<file path="src/rtl/pulse_gen_pkg.sv">
// Shared types and helpers for the pulse train generator.
// Latency: n/a (types and constant functions only).
// Backpressure: n/a.
package pulse_gen_pkg;

    // Burst FSM states; outputs are decoded from the registered state.
    typedef enum logic [1:0] {
        IDLE = 2'd0,
        HIGH = 2'd1,
        LOW  = 2'd2,
        DONE = 2'd3
    } state_t;

    // Phase timer width: enough bits to hold the longer of the two phase lengths, plus one.
    function automatic int timer_width(input int high_cyc, input int gap_cyc);
        int longest;
        longest = (high_cyc > gap_cyc) ? high_cyc : gap_cyc;
        return $clog2(longest) + 1;
    endfunction

endpackage

</file>
<file path="src/rtl/phase_timer.sv">
// Loadable down-counter that times the HIGH and LOW phases of each pulse.
// Latency: load takes effect at the next edge; expired is decoded from the count register.
// Backpressure: none; en simply freezes the count when low.
module phase_timer
    import pulse_gen_pkg::*;
#(
    parameter int W = 2
) (
    input  logic         clk,
    input  logic         res,
    input  logic         load,
    input  logic [W-1:0] load_val,
    input  logic         en,
    output logic         expired
);

    logic [W-1:0] cnt_q;
    logic [W-1:0] cnt_d;

    // Next count: a load wins over counting; counting stops at zero.
    always_comb begin
        cnt_d = cnt_q;
        if (load) begin
            cnt_d = load_val;
        end else if (en && (cnt_q != '0)) begin
            cnt_d = cnt_q - 1'b1;
        end
    end

    // Count register with synchronous reset.
    always_ff @(posedge clk) begin
        if (res) begin
            cnt_q <= '0;
        end else begin
            cnt_q <= cnt_d;
        end
    end

    assign expired = (cnt_q == '0);

endmodule

</file>
<file path="src/rtl/pulse_train_gen.sv">
// Converts an accepted binary count into that many clean clk-synchronous pulses.
// Latency: first pulse is high in the cycle after the handshake edge; done follows the last pulse.
// Backpressure: start_ready is low outside IDLE and while abort is high; requests there are dropped.
module pulse_train_gen
    import pulse_gen_pkg::*;
#(
    parameter int WIDTH    = 3,
    parameter int HIGH_CYC = 1,
    parameter int GAP_CYC  = 1
) (
    input  logic             clk,
    input  logic             res,
    input  logic             start_valid,
    output logic             start_ready,
    input  logic [WIDTH-1:0] count,
    input  logic             abort,
    output logic             pulse,
    output logic             busy,
    output logic [WIDTH-1:0] remaining,
    output logic             done
);

    localparam int TW = timer_width(HIGH_CYC, GAP_CYC);
    localparam logic [TW-1:0] HIGH_LOAD = TW'(HIGH_CYC - 1);
    localparam logic [TW-1:0] GAP_LOAD  = TW'(GAP_CYC - 1);

    state_t           state_q;
    state_t           state_d;
    logic [WIDTH-1:0] rem_q;
    logic [WIDTH-1:0] rem_d;
    logic             pulse_q;
    logic             busy_q;
    logic             done_q;

    logic             tmr_load;
    logic [TW-1:0]    tmr_val;
    logic             tmr_en;
    logic             tmr_expired;

    assign start_ready = (state_q == IDLE) && !abort;

    phase_timer #(
        .W (TW)
    ) u_phase_timer (
        .clk      (clk),
        .res      (res),
        .load     (tmr_load),
        .load_val (tmr_val),
        .en       (tmr_en),
        .expired  (tmr_expired)
    );

    // Next-state, remaining-count and timer control for the burst sequencer.
    always_comb begin
        state_d  = state_q;
        rem_d    = rem_q;
        tmr_load = 1'b0;
        tmr_val  = HIGH_LOAD;
        tmr_en   = 1'b0;
        case (state_q)
            IDLE: begin
                if (start_valid && start_ready) begin
                    if (count != '0) begin
                        // First pulse starts immediately, so it is already "started".
                        rem_d    = count - 1'b1;
                        state_d  = HIGH;
                        tmr_load = 1'b1;
                        tmr_val  = HIGH_LOAD;
                    end else begin
                        state_d = DONE;
                    end
                end
            end
            HIGH: begin
                if (abort) begin
                    state_d = IDLE;
                    rem_d   = '0;
                end else if (tmr_expired) begin
                    if (rem_q == '0) begin
                        state_d = DONE;
                    end else begin
                        state_d  = LOW;
                        tmr_load = 1'b1;
                        tmr_val  = GAP_LOAD;
                    end
                end else begin
                    tmr_en = 1'b1;
                end
            end
            LOW: begin
                if (abort) begin
                    state_d = IDLE;
                    rem_d   = '0;
                end else if (tmr_expired) begin
                    // Leaving the gap starts the next pulse; remaining never wraps.
                    if (rem_q != '0) begin
                        rem_d = rem_q - 1'b1;
                    end
                    state_d  = HIGH;
                    tmr_load = 1'b1;
                    tmr_val  = HIGH_LOAD;
                end else begin
                    tmr_en = 1'b1;
                end
            end
            DONE: begin
                state_d = IDLE;
            end
            default: begin
                state_d = IDLE;
            end
        endcase
    end

    // State, count and outputs registered together so pulse/busy/done never glitch.
    always_ff @(posedge clk) begin
        if (res) begin
            state_q <= IDLE;
            rem_q   <= '0;
            pulse_q <= 1'b0;
            busy_q  <= 1'b0;
            done_q  <= 1'b0;
        end else begin
            state_q <= state_d;
            rem_q   <= rem_d;
            pulse_q <= (state_d == HIGH);
            busy_q  <= (state_d == HIGH) || (state_d == LOW);
            done_q  <= (state_d == DONE);
        end
    end

    assign pulse     = pulse_q;
    assign busy      = busy_q;
    assign remaining = rem_q;
    assign done      = done_q;

endmodule

</file>
<file path="config.mk">
export PLATFORM = sky130hd
export DESIGN_NAME = pulse_train_gen
export DESIGN_NICKNAME = d
export VERILOG_FILES = /design/src/rtl/pulse_gen_pkg.sv /design/src/rtl/phase_timer.sv /design/src/rtl/pulse_train_gen.sv
export SDC_FILE = /design/constraint.sdc
export NUM_CORES = 1
export LEC_CHECK = 0
export ABC_AREA = 1
export CAP_MARGIN = 0
export CORE_MARGIN = 4
export CORE_UTILIZATION = 57
export CTS_BUF_LIST = sky130_fd_sc_hd__clkbuf_8
export DETAILED_ROUTE_END_ITERATION = 16
export GPL_TIMING_DRIVEN = 0
export PLACE_DENSITY = 0.95
export SETUP_SLACK_MARGIN = 0.2
export SLEW_MARGIN = 20
export SYNTH_ARGS = -nofsm -noshare
export SYNTH_HDL_FRONTEND = slang
export SYNTH_HIERARCHICAL = 1
export SYNTH_SLANG_ARGS = --single-unit
</file>
<file path="constraint.sdc">
create_clock -name clk -period 4.4 [get_ports clk]
set_input_delay 0.88 -clock clk [delete_from_list [all_inputs] [get_ports clk]]
set_output_delay 0.88 -clock clk [all_outputs]
set_load 0.01 [all_outputs]
</file>
==> results of run 1 <==
==> area by class of cell <==
type,count,area share (%)
Sequential cell,9,18.97
Multi-Input combinational cell,84,49.28
Clock buffer,3,4.348
Inverter,29,11.46
Clock inverter,1,0.3953
Tap cell,14,1.845
Timing Repair Buffer,13,13.70
==> placed cells by master (no fill, tap or decap) <==
cell type	Yosys	layout
or2_2	1	1
clkbuf_8	0	3
inv_2	2	2
dfxtp_1	9	9
conb_1	1	1
nor2_2	2	2
o2bb2ai_1	1	1
o21bai_1	1	1
nand2_2	2	2
ha_1	11	11
nor2_1	21	21
inv_1	27	28
nand3_1	6	6
nand2_1	24	24
a21oi_2	1	1
o21ai_0	5	5
a21oi_1	5	5
nor3_1	1	1
o211ai_1	1	1
xnor2_1	1	1
clkdlybuf4s50_1	0	13
==> worst max path at each step <==
stage	startpoint	to	slack, ps	cells after the start
after floorplan	count[0]	busy$_SDFF_PP0_	2440	11
after detailed placement	abort	start_ready	1370	3
after CTS	abort	start_ready	1370	3
after global routing	abort	start_ready	1300	3
after global placement	abort	start_ready	1390	3
final	abort	start_ready	1360	3
==> power breakdown <==
group	switching, mW	leakage [nW]	internal, mW	total (mW)
Sequential	0.0204	0.0741	0.111	0.131
Clock	0.0324	0.0269	0.0607	0.0931
Combinational	0.196	0.403	0.143	0.339
Total	0.249	0.504	0.315	0.563
==> per-stage QoR <==
step | hold WS [ps] | power, mW | area (µm²) | worst slack, ps | instances
after detailed placement | 494.5 | 0.4703 | 904.6 | 1374 | 149
after global placement | 470.5 | 0.4518 | 904.6 | 1388 | 149
after floorplan | 456.7 | 0.3670 | 757.0 | 2437 | 122
after global routing | 532.5 | 0.6267 | 949.7 | 1304 | 153
after CTS | 503.3 | 0.5682 | 949.7 | 1370 | 153
final | 503.8 | 0.5635 | 949.7 | 1356 | 153
==> routing by layer <==
layer  vias up  GRT usage [%]  share of wire [%]
met5         -              0                  0
met4         0          6.024                1.1
met3         4          7.724                4.4
met2        14          35.76                 51
met1       325          18.64                 43
li1        401              -                  -
==> sequential cells by signal, indices dropped and copies added (netlist names) <==
signal / cells
u_phase_timer/cnt_q: 1
done: 1
pulse: 1
state_q: 2
remaining: 3
busy: 1
==> worst max-delay path, cell delays in order <==
cell,delay [ps]
clkdlybuf4s50_1,550
nor2_2,180
clkdlybuf4s50_1,550
==> cells by family after synthesis <==
kind of cell	count (synthesis)	share of synthesized area, %
XOR/XNOR	1	1.157
other	1	0.4954
flip-flops	9	23.80
AND/OR/NAND/NOR	57	31.07
adder cells (fa/ha/maj)	11	18.18
buffers and inverters	29	14.38
AO/OA/AOI/OAI	14	10.91
==> impl_metrics.tcl, run 1 <==
set metrics [dict create \
    die-height_um 44.44 \
    r2r_setup_slack_ps 2570 \
    post-route-util_pct 81.09 \
    drt-initial-drc-count 19 \
    pin_count 14 \
    dieWidth_um 44.44 \
    cp-end-kind "output port" \
    finalCriticalPeriod_ps 3044 \
    antenna_left 0 \
    syn_area_um2 757.0 \
    finalSetupViolCount 0 \
    numPortBuffers 13 \
    start_kind "primary input" \
    slew_violations 0 \
    ir_drop_mv 0.4482 \
    num_rows 12 \
    antenna_found_initial 0 \
    numClockSinks 9 \
    grt_usage_pct 19.02 \
    synth_seq_area_share_pct 23.80 \
    wl_um 1615 \
    hp-class "reg -> reg" \
    tns_ps 0 \
    clock.fmax_mhz 328.5 \
    hold_viol 0 \
    synth.area.top_cells "dfxtp_1 24%, ha_1 18%, inv_1 13%" \
    clockBufferDepth 2 \
    yosysUniqueCellTypes 19 \
    synth_seq_cells 9 \
    clkLatencyLatePin_ps 230 \
    htree_levels 1 \
    holdPathStages 2 \
    rr_worst_depth 12 \
    dr.pass1.iters 5 \
    power.density_nw_per_um2 593.3 \
    syn_nets 140 \
    dr_total_vias 744 \
    synth_most_common_cell "inv_1" \
    start_util_pct 64.64 \
    rsz0062_at_grt "false" \
    hold_buffers 0 \
    timing.rr.start "state_q[1]$_SDFF_PP0_" \
    multiInputGateArea_um2 467.9 \
    required_ps 3520 \
    synth_warnings 6 \
    drive_gt1_share_pct 7.914 \
    nNetsFinal 158 \
    die_area_um2 1975 \
    grt_pass1_wl_um 2801 \
    synth_async_sr_flop_share_pct 0 \
    yosys-top-cells-count "27 x inv_1, 24 x nand2_1, 21 x nor2_1" \
    grt_max_degree 8 \
    drc_errors 0 \
    fillers 92 \
    worstReg2RegEnd "busy$_SDFF_PP0_" \
    leakage_nw 0.5035 \
    finClkSkew_ps 2.578 \
    worstPathMaxFanout 7 \
    max_cap_violations 0 \
    path_class "in -> out" \
    cts_tree "done" \
    cts_resized 0 \
    synthFlopType "dfxtp_1" \
    root_buffer "clkbuf_8" \
    regArea_um2 180.2 \
    core_um2 1171 \
    cts_buffers 3 \
    status "completed" \
    final.period_utilization_pct 69.19 \
    area_delta_synth_final_pct 25.45 \
    post-cts-setup-buffers 0 \
    grt_overflow 0 \
    via_per_inst 4.863 \
    n_antenna_cell 0 \
    place_congestion 0.8367 \
    synth_top_area_share_pct 23.80 \
    worstHoldStart "remaining[1]$_SDFFE_PP0P_" \
    synth_edf_count 0 \
    clk_pin_slew_ps 40 \
    wire_per_inst_um 10.56 \
    syn_avg_cell_area_um2 6.205 \
    hpwlAfterDp_um 1341 \
    whs_endpoint "remaining[1]$_SDFFE_PP0P_" \
    worstPathArrival_ps 2160 \
    grt_pass1_vias 711 \
    postSynthCellCount 122 \
    yosysTopAreaCell "dfxtp_1" \
]
No activity file was read; power rests on OpenSTA's default activity.
==> run 2: changes to the inputs <==
--- a/config.mk
+++ b/config.mk
@@ -8,11 +8,11 @@
 export ABC_AREA = 1
 export CAP_MARGIN = 0
 export CORE_MARGIN = 4
-export CORE_UTILIZATION = 57
+export CORE_UTILIZATION = 48
 export CTS_BUF_LIST = sky130_fd_sc_hd__clkbuf_8
 export DETAILED_ROUTE_END_ITERATION = 16
 export GPL_TIMING_DRIVEN = 0
-export PLACE_DENSITY = 0.95
+export PLACE_DENSITY = 0.86
 export SETUP_SLACK_MARGIN = 0.2
 export SLEW_MARGIN = 20
 export SYNTH_ARGS = -nofsm -noshare
==> constraint.sdc (replaced) <==
create_clock -name clk -period 2.7 [get_ports clk]
set_input_delay 0.54 -clock clk [delete_from_list [all_inputs] [get_ports clk]]
set_output_delay 0.54 -clock clk [all_outputs]
set_load 0.01 [all_outputs]
==> run 2 against run 1 <==
  * Sequential power increased by 62%
  * Register-to-register slack worse by 1700 ps
  * Via count fell by 1.3%
  * Die area grew 15%
  * First-iteration DRC count is 53% lower
  * Final cell count rose by 1.3%
  * Largest cell class unchanged
==> impl_metrics.tcl, run 2 (same netlist as run 1, synthesis figures left out) <==
set metrics [dict create \
    status "completed" \
    core_um2 1506 \
    place_congestion 0.8371 \
    wl_um 1507 \
    grt_max_degree 8 \
    drt-initial-drc-count 9 \
    numPortBuffers 13 \
    leakage_nw 0.5035 \
    post-cts-setup-buffers 0 \
    antenna_left 0 \
    area_delta_synth_final_pct 25.79 \
    dp_cells 151 \
    root_buffer "clkbuf_8" \
    die-height_um 47.71 \
    cts_tree "done" \
    required_ps 2160 \
    final.period_utilization_pct 88.22 \
    hp-class "reg -> reg" \
    worstPathArrival_ps 1840 \
    fin_ws_ps 318.1 \
    numClockSinks 9 \
    wire_per_inst_um 9.723 \
    final_common_cell "inv_1" \
    dr.pass1.iters 4 \
    finalSetupViolCount 0 \
    fillers 141 \
    n_antenna_cell 0 \
    final_cells 155 \
    rsz0062_at_grt "false" \
    grt_overflow 0 \
    hold_viol 0 \
    hpwlAfterDp_um 1303 \
    cts_buffers 3 \
    drive_gt1_share_pct 7.914 \
    ir_drop_mv 0.6730 \
    num_rows 14 \
    clk_pin_slew_ps 40 \
    layout_common_cells "28 x inv_1, 24 x nand2_1, 21 x nor2_1" \
    cp-end-kind "output port" \
    htree_levels 1 \
    pin_count 14 \
    dr_total_vias 734 \
    clock.fmax_mhz 419.8 \
    clockBufferDepth 2 \
    grt_pass1_vias 646 \
    place_ws_ps 316.0 \
    max_cap_violations 0 \
    start_kind "primary input" \
    grt_usage_pct 16.11 \
    start_util_pct 50.25 \
    dieWidth_um 47.71 \
    finClkSkew_ps 2.626 \
    cts_resized 0 \
    nNetsFinal 158 \
    via_per_inst 4.735 \
    die_area_um2 2276 \
    post-route-util_pct 63.21 \
    hold_buffers 0 \
    worstPathMaxFanout 7 \
    antenna_found_initial 0 \
    clkLatencyLatePin_ps 230 \
    slew_violations 0 \
    grt_pass1_wl_um 2628 \
    power.density_nw_per_um2 948.8 \
    finalCriticalPeriod_ps 2382 \
    path_class "in -> out" \
    tns_ps 0 \
    drc_errors 0 \
    largest_register_ffs 3 \
]
==> run 2: per-stage QoR <==
step / instance area (µm²) / power, mW / hold slack (ps)
2_1_floorplan: 757.0 / 0.5980 / 456.7
5_1_grt: 952.2 / 1.011 / 536.5
3_3_place_gp: 907.1 / 0.7367 / 471.7
4_1_cts: 952.2 / 0.9110 / 505.8
3_5_place_dp: 907.1 / 0.7621 / 498.6
6_report: 952.2 / 0.9034 / 500.0
==> run 2: worst paths after layout <==
check	start	to	slack, ps	depth (start not counted)
max reg2reg	state_q[1]$_SDFF_PP0_	busy$_SDFF_PP0_	840	12
min reg2reg	remaining[1]$_SDFFE_PP0P_	remaining[1]$_SDFFE_PP0P_	500	2
max	abort	start_ready	320	3
min	remaining[1]$_SDFFE_PP0P_	remaining[1]$_SDFFE_PP0P_	500	2
==> run 2: routing by layer <==
layer / track usage (%) / share of wire (%) / vias to the layer above
li1: - / - / 398
met1: 18.65 / 41 / 324
met2: 29.29 / 55 / 12
met3: 4.511 / 3.4 / 0
met4: 3.226 / 0 / 0
met5: 0 / 0 / -
==> run 2: worst max-delay path, stage by stage <==
cell and delay (ps):
clkdlybuf4s50_1 550, nor2_2 200, clkdlybuf4s50_1 560
==> run 2: report_power, final <==
group | switching [mW] | internal [mW]
logic | 0.314 | 0.232
clock network | 0.0471 | 0.0984
registers | 0.0315 | 0.180
total | 0.393 | 0.511
==> run 2: layout make-up <==
type                            count  area, µm²  share of cell area [%]
Clock buffer                        3      41.29                   4.336
Clock inverter                      1      3.754                  0.3942
Inverter                           29      108.9                   11.43
Multi-Input combinational cell     84      467.9                   49.15
Sequential cell                     9      180.2                   18.92
Tap cell                           16      20.02                   2.102
Timing Repair Buffer               13      130.1                   13.67
==> RTL change: new RTL, flow settings as in run 2 <==
Set the parameter `WIDTH` to 6 (it was 3).
--- a/src/rtl/pulse_train_gen.sv
+++ b/src/rtl/pulse_train_gen.sv
@@ -5,5 +5,5 @@
     import pulse_gen_pkg::*;
 #(
-    parameter int WIDTH    = 3,
+    parameter int WIDTH    = 6,
     parameter int HIGH_CYC = 1,
     parameter int GAP_CYC  = 1
Ports: changed (resized count and remaining); port bits go from 14 to 20. No check against the original RTL was run, so the function may have changed too.
==> RTL change against run 2 <==
Final area up 29%. Area after synthesis rose by 27%. Fmax up 2.5%. Register-to-register slack improved by 150 ps. Routed wire length rose by 37%. Non-clock buffer count is 7 higher. Total power down 14%. Cell count up 34%. Worst setup slack improved by 58 ps. Critical path depth up 2. Sequential cell count is 3 higher. Synthesized cell count up 32%. Critical endpoint unchanged. Largest cell class unchanged.
==> RTL change: results <==
[route]
routed_wl_um = 2070
wl_met1_um = 876
drt_iter0_drc = 20
route.met2.wl_um = 1060
top_layer = "met4"
dr_wl_met3_um = 120
vias = 995

[placed_design]
dpl.hpwl_um = 1690
gp_congestion = 0.858
portBuffers = 19

[finish]
clkCellAreaFrac_pct = 3.37
drive_gt1_share_pct = 4.92
largest_reg_flops = 6
num-nonclk-buffers = 20
nNonClkInverters = 32
fillerInstances = 180
multi_input_gates = 116
multi_input_area_share_pct = 48.2
bufAreaShareNonClock_pct = 16.4
regArea_sq_um = 240

[synth]
syn_nets = 181
synth_cell_types = 21
synth_seq_cells = 12
synth_compound_area_share_pct = 8.84
synth_common_cells = "nand2_1 (36), inv_1 (32), nor2_1 (32), nand3_1 (13), dfxtp_1 (12)"
ys_seq_area_share_pct = 25.0
synth_xor_area_share_pct = 0.910
synth_fa_ha_area_share_pct = 13.0
yosys-top-cells-area = "dfxtp_1 (25%), nand2_1 (14%), ha_1 (13%)"

[global_routing]
grt_max_degree = 11
grt_pass1_vias = 946
grt_pass1_wl_um = 3750
track_usage_pct = 17.9
gr-usage-met1_pct = 20.0
grt_use_met2_pct = 33.1
grt_use_met3_pct = 5.13

[power]
sequentialPowerShare_pct = 30.8
netSwitchingPower_w = 0.000297
total_power_w = 0.000776
p_leak_nw = 0.618
p_clk_w = 0.000162
irDropWorstVdd_v = 0.000457

[timing]
skew_ps = 4.74

[worst_setup_path]
crit_fanout = 5
critPathMaxStageDelay_ps = 520
crit_arrival_ps = 1780

[clock_network]
cts-hold-fix-buffers = 0

[outcome]
status = "complete, no violations"
## RTL change: cell types whose count changed in the layout (fill, tap and decap cells not counted), moves of 3 or more
cell / delta
inv_1: +4
dfxtp_1: +3
nor2_1: +11
clkdlybuf4s50_1: +6
nand2_1: +12
nand3_1: +7
## RTL change: path summary, 6_finish.rpt
kind                                           from             endpoint  depth (start not counted)
worst max-delay path                          abort          start_ready                          5
worst min-delay path            u_phase_timer/cnt_q  u_phase_timer/cnt_q                          2
worst max register to register           state_q[0]                 busy                         11
worst min register to register  u_phase_timer/cnt_q  u_phase_timer/cnt_q                          2
## RTL change: per-stage QoR
stage / util [%] / area (sq um) / hold WS, ps / setup slack, ps / cells
global placement: 65.0 / 1180 / 478 / 374 / 205
CTS: 67.3 / 1220 / 504 / 375 / 208
floorplan: - / 962 / 461 / 1170 / 161
finish: 67.3 / 1220 / 502 / 376 / 208
detailed placement: 65.0 / 1180 / 491 / 390 / 205
global route: 67.3 / 1220 / 540 / 322 / 208
